[src/rtl/frame_out_arbiter.sv]
// Packet-atomic round-robin merge of two word streams onto one registered 32-bit output, optional routing header per packet.
// Grant-to-header two cycles, one word/cycle in a packet; the output register holds data and valid while i_out_rdy is low.
module frame_out_arbiter #(
  parameter int         HDR_EN  = 1,
  parameter logic [7:0] HDR_TAG = 8'hA5
) (
  input  logic        sys_clk,
  input  logic        rst_n,
  input  logic        i_pend_0,
  input  logic        i_pend_1,
  input  logic [15:0] i_len_0,
  input  logic [15:0] i_len_1,
  input  logic [31:0] i_data_0,
  input  logic [31:0] i_data_1,
  input  logic        i_vld_0,
  input  logic        i_vld_1,
  output logic        o_rdy_0,
  output logic        o_rdy_1,
  output logic        o_done_0,
  output logic        o_done_1,
  output logic [31:0] o_out_data,
  output logic        o_out_vld,
  input  logic        i_out_rdy,
  output logic [1:0]  o_grant,
  output logic        o_busy
);

  typedef enum logic [1:0] {ST_IDLE, ST_HDR, ST_DATA} state_t;

  state_t      state_q, state_d;
  logic [15:0] len_q, cnt_q;
  logic        src_q, last_q;
  logic [31:0] out_data_q;
  logic        out_vld_q;
  logic [1:0]  done_q;

  logic        slot_free, any_pend, sel, src_vld, last_word;
  logic        grant_ev, hdr_load, acc, done_set, done_src;
  logic [15:0] len_sel;
  logic [31:0] src_data;

  assign slot_free = ~out_vld_q | i_out_rdy;
  assign any_pend  = i_pend_0 | i_pend_1;
  // Both pending: serve whoever was not served last; otherwise the lone requester.
  assign sel       = (i_pend_0 & i_pend_1) ? ~last_q : ~i_pend_0;
  assign len_sel   = sel ? i_len_1 : i_len_0;
  assign src_vld   = src_q ? i_vld_1 : i_vld_0;
  assign src_data  = src_q ? i_data_1 : i_data_0;
  assign last_word = (cnt_q == len_q - 16'd1);

  always_ff @(posedge sys_clk or negedge rst_n) begin
    if (!rst_n) begin
      state_q <= ST_IDLE;
    end else begin
      state_q <= state_d;
    end
  end

  always_comb begin
    state_d = state_q;
    case (state_q)
      ST_IDLE: begin
        if (any_pend) begin
          if (HDR_EN != 0) begin
            state_d = ST_HDR;
          end else if (len_sel != 16'd0) begin
            state_d = ST_DATA;
          end
        end
      end
      ST_HDR: begin
        if (slot_free) begin
          state_d = (len_q != 16'd0) ? ST_DATA : ST_IDLE;
        end
      end
      ST_DATA: begin
        if (acc && last_word) begin
          state_d = ST_IDLE;
        end
      end
      default: state_d = ST_IDLE;
    endcase
  end

  always_comb begin
    o_rdy_0  = 1'b0;
    o_rdy_1  = 1'b0;
    o_grant  = 2'b00;
    grant_ev = 1'b0;
    hdr_load = 1'b0;
    acc      = 1'b0;
    done_set = 1'b0;
    done_src = src_q;
    case (state_q)
      ST_IDLE: begin
        grant_ev = any_pend;
        done_src = sel;
        // Header-less zero-length packet completes at the grant itself.
        done_set = any_pend && (HDR_EN == 0) && (len_sel == 16'd0);
      end
      ST_HDR: begin
        o_grant  = src_q ? 2'b10 : 2'b01;
        hdr_load = slot_free;
        done_set = slot_free && (len_q == 16'd0);
      end
      ST_DATA: begin
        o_grant  = src_q ? 2'b10 : 2'b01;
        o_rdy_0  = ~src_q & slot_free;
        o_rdy_1  = src_q & slot_free;
        acc      = src_vld & slot_free;
        done_set = acc & last_word;
      end
      default: ;
    endcase
  end

  always_ff @(posedge sys_clk or negedge rst_n) begin
    if (!rst_n) begin
      len_q  <= 16'd0;
      src_q  <= 1'b0;
      cnt_q  <= 16'd0;
      last_q <= 1'b1;
    end else if (grant_ev) begin
      len_q  <= len_sel;
      src_q  <= sel;
      cnt_q  <= 16'd0;
      last_q <= sel;
    end else if (acc) begin
      cnt_q <= cnt_q + 16'd1;
    end
  end

  always_ff @(posedge sys_clk or negedge rst_n) begin
    if (!rst_n) begin
      out_data_q <= 32'd0;
      out_vld_q  <= 1'b0;
      done_q     <= 2'b00;
    end else begin
      if (hdr_load) begin
        out_data_q <= {HDR_TAG, 7'd0, src_q, len_q};
        out_vld_q  <= 1'b1;
      end else if (acc) begin
        out_data_q <= src_data;
        out_vld_q  <= 1'b1;
      end else if (slot_free) begin
        out_vld_q <= 1'b0;
      end
      done_q <= done_set ? (done_src ? 2'b10 : 2'b01) : 2'b00;
    end
  end

  assign o_out_data = out_data_q;
  assign o_out_vld  = out_vld_q;
  assign o_done_0   = done_q[0];
  assign o_done_1   = done_q[1];
  assign o_busy     = (state_q != ST_IDLE);

`ifndef SYNTHESIS
  a_rdy_excl: assert property (@(posedge sys_clk) disable iff (!rst_n) !(o_rdy_0 && o_rdy_1));
  a_hold: assert property (@(posedge sys_clk) disable iff (!rst_n)
    (out_vld_q && !i_out_rdy) |=> (out_vld_q && $stable(out_data_q)));
  a_cnt_bound: assert property (@(posedge sys_clk) disable iff (!rst_n)
    (state_q == ST_DATA) |-> (cnt_q < len_q));
`endif

endmodule

[config.mk]
export PLATFORM = sky130hd
export DESIGN_NAME = frame_out_arbiter
export DESIGN_NICKNAME = d
export VERILOG_FILES = /design/src/rtl/frame_out_arbiter.sv
export SDC_FILE = /design/constraint.sdc
export NUM_CORES = 1
export LEC_CHECK = 0
export CORE_ASPECT_RATIO = 0.5
export CORE_MARGIN = 3
export CORE_UTILIZATION = 45
export DETAILED_ROUTE_END_ITERATION = 16
export GPL_ROUTABILITY_DRIVEN = 0
export HOLD_SLACK_MARGIN = 0.08
export PLACE_DENSITY = 0.79
export SETUP_SLACK_MARGIN = 0.15
export SLEW_MARGIN = 5
export SYNTH_ARGS = -nofsm -noshare
export SYNTH_HDL_FRONTEND = slang
export SYNTH_SLANG_ARGS = --single-unit
[constraint.sdc]
create_clock -name sys_clk -period 8.7 [get_ports sys_clk]
set_clock_uncertainty 0.1 [all_clocks]
set_input_delay 2.175 -clock sys_clk [delete_from_list [all_inputs] [get_ports sys_clk]]
set_output_delay 2.175 -clock sys_clk [all_outputs]
set_load 0.005 [all_outputs]
# Word-level counts from Yosys, hierarchy flattened
# Index checks and enable logic that the tools add are counted.
# word_totals
reg_bits	71
out_inout_bits	40
# op_classes
add_sub_neg	2
n_eq_ne	6
muxes	27
n_bitwise	11
reduce_logical	11
# op_table
op	count
32-bit two-way mux	3
16-bit two-way mux	3
16-bit by 1-bit adder with 16-bit output, second input constant	1
16-bit == test	1
16-bit zero test	1
2-bit two-way mux	8
16-bit nonzero test	1
16-bit by 1-bit subtractor with 16-bit output, second input constant	1
1-bit two-way mux	11
2-bit != test, second input constant	3
2-bit case mux with 3 select lines	1
2-bit nonzero test	3
1-bit AND	5
1-bit inverter	4
3-bit AND reduction	1
3-bit nonzero test	1
2-bit by 1-bit == test with 1-bit output, second input constant	1
2-bit == test, second input constant	1
1-bit logical AND	2
2-bit zero test	1
1-bit OR	2
1-bit case mux with 2 select lines	1
2-bit OR reduction	1

# Depth between registers and ports, before layout
# logic_depth
word_depth	7
ltp_mapped	10
mapped_depth_nobuf	10

# Least setup slack after synthesis
# OpenSTA, ideal clock, no wires.
# synth_path
path_kind	in2out
start	input port i_out_rdy
end	output port o_rdy_0
arrival_time_ps	2426
required_time_ps	6425
path_slack_ps	3999
cell_stages	2
n_path_buf	0
path_cell_list	nor2b_1 nor3_1
# synth_between
elab_chain_cells	3
# synth_lines
item	line	text
from (decl)	23	input logic i_out_rdy,
1-bit OR	42	assign slot_free = ~out_vld_q | i_out_rdy;
1-bit AND	108	o_rdy_0 = ~src_q & slot_free;
1-bit two-way mux	94	case (state_q)
to (decl)	17	output logic o_rdy_0,
# Every way passes these cells.

# Final worst setup path
# Same ends and word-level chain as after synthesis.

==> qor.yml <==
synth-main-ff-cell: "dfrtp_1"
switching_share_pct: 37.79
power_switching_mw: 0.6696
critPathMaxStageDelay_ps: 530
start_util_pct: 47.16
row_count: 24
hold_viol: 0
synth_cell_type_count: 51
grt_pass1_wl_mm: 18.26
post-route-period-util_pct: 65.05
cp-end-kind: "output pin"
slew_viol_final: 0
clkPwrFrac_pct: 21.0
port_buffers: 142
hold_buffers: 0
drc: 0
die_w_um: 142.5
io_pins: 143
cp_common_cell: "clkdlybuf4s50_1"
clk_path_buf_depth: 2
p_total_mw: 1.772
hp-class: "register to register"
final_nets: 706
clk_latency_ps: 330
setup_viol: 0
dp.cells: 703
tightest_slew_ps: 1146
yosysWarnings: 0
powerDensity_mw_per_mm2: 295.8
postSynthAreaPerCell_um2: 8.975
drt_iter0_markers: 189
cts.sinks: 71
start_kind: "input port"
h-tree-depth: 3
rsz0062_at_grt: "false"
postCtsSetupRepairBufs: 0
dieArea_mm2: 0.01058
drt-total-wl_mm: 11.40
synth_area_leaders: "dfrtp_1, mux2i_1, nand2_1, nor2_1, o21ai_0"
num_vias: 3830
antenna_cells: 0
yosysMostFrequentCell: "dfrtp_1"
ys_seq_area_share_pct: 42.42
netlist.top_cell.by_area: "dfrtp_1"
grt_pass1_vias: 3738
leakage_nw: 2.610
track_usage_pct: 21.82
post-route-util_pct: 67.40
slew-limit-headroom_pct: 23.56
netlist_area_mm2: 0.004192
synth_fp_nets: 576
max-cap-violations: 0
yosysTopAreaCellShare_pct: 41.79
vdd_ir_drop_max_v: 0.0002205
grt_max_degree: 72
areaGrowthSynthToFinish_pct: 42.93
cp_max_fo: 4
finalCriticalPeriod_ps: 5660
clk_pin_slew_worst_paths_ps: 50
synth_commonest_cells: "dfrtp_1, nand2_1, nor2_1, mux2i_1, o21ai_0"
antenna_found_initial: 0
ys_ff_latch: 71
drive_gt1_share_pct: 5.482
via_per_inst: 5.327
cts_tree: "built"
root_buffer: "clkbuf_16"
async_flop_share_pct: 100.0
fp.dieH_um: 74.25
arrival_ps: 3380
drt-pass1-iter-count: 4
power_frac_seq_pct: 32.8
coreArea_mm2: 0.008889
place_hpwl_mm: 8.517
cts_resized: 0
cp.required_ps: 6430
crit_chain: "clkdlybuf4s50_1 -> nor2b_1 -> nor3_1 -> clkdlybuf4s50_1"
synth_cells: 467
antenna_left: 0
cts_buffers: 9
critical_path_class: "input port to output pin"
critPathSlowestCell: "clkdlybuf4s50_1"
overflow: 0
wl_per_cell_um: 15.86
status: "complete, no violations"
pwr-share-comb_pct: 46.1
synth-edff-count: 0
layout.cells.non_filler: 719
intPower_mw: 1.102
finalSetupTns_ps: 0
fmax_mhz: 176.7
==> logic make-up (layout without fill, tap and decap cells) <==
group | Yosys count | after routing | share of synthesized area, %
AOI/OAI and AO/OA | 101 | 101 | 14.63
xor gates and xnor gates | 27 | 27 | 5.642
adders and majority gates | 6 | 6 | 1.791
buffers and inverters | 40 | 175 | 3.880
DFF | 71 | 71 | 42.42
muxes | 51 | 51 | 12.24
and+or+nand+nor | 171 | 171 | 19.40
==> routing by layer <==
metal  track usage, %  part of all wire [%]  wire [um]
met1            28.26                    45       5176
met2            35.76                    46       5264
met3            7.771                   7.3        828
met4            5.163                   1.2        135
met5                0                     0          0
==> worst max-delay path, delay by kind of cell <==
kind / cells / cell delay (ps)
buffers and inverters: 2 / 1000
and+or+nand+nor: 2 / 210
==> cells in the final DEF (no fill, tap or decap), drive strengths merged, types with 13 or more instances in the layout <==
cell type and count:
o21ai 39, xnor2 13, a211oi 13, clkdlybuf4s50 141, nor2 51, inv 13, xor2 14, mux2i 49
a21oi 24, nand2 64, dfrtp 70
==> layout make-up <==
| cell class | count | area (um2) |
|---|---|---|
| clock buffer | 11 | 252.7 |
| clock inverter | 5 | 56.30 |
| fill | 710 | 2898 |
| inverter | 13 | 48.80 |
| multi-input combinational | 356 | 2258 |
| sequential | 71 | 1779 |
| tap | 117 | 146.4 |
| timing repair buffer | 146 | 1449 |
==> metrics by stage <==
step | hold WS, ps | area [um2] | setup WS [ps]
global route | 426.6 | 5991 | 2936
global placement | 389.3 | 5682 | 3047
CTS | 414.1 | 5991 | 3031
finish | 402.4 | 5991 | 3040
floorplan | 399.2 | 4192 | 3999
detailed placement | 402.0 | 5682 | 3048
==> power groups by stage <==
stage          clock [mW]  sequential, mW  combinational, mW
2_1_floorplan           0           0.542              0.501
3_5_place_dp            0           0.580              0.814
4_1_cts             0.381           0.578              0.821
3_3_place_gp            0           0.574              0.795
6_report            0.373           0.581              0.818
5_1_grt             0.393           0.598              0.901
==> state kept, by name, summed over array words and instances (netlist names) <==
register / cells
cnt_q: 16
done_q: 2
last_q: 1
len_q: 16
o_out_data: 32
o_out_vld: 1
src_q: 1
state_q: 2
==> worst paths after layout <==
| kind | to | slack [ps] | cells after the start | startpoint |
|---|---|---|---|---|
| setup reg to reg | state_q[0] | 5340 | 10 | src_q |
| hold reg to reg | o_out_data[24] | 400 | 2 | o_out_data[24] |
| setup / recovery | o_rdy_0 | 3040 | 4 | i_out_rdy |
| hold / removal | o_out_data[24] | 400 | 2 | o_out_data[24] |
| max in group asynchronous | src_q | 6000 | 1 | rst_n |
| min in group asynchronous | cnt_q[12] | 1850 | 1 | rst_n |
(Power assumes the default switching activity.)
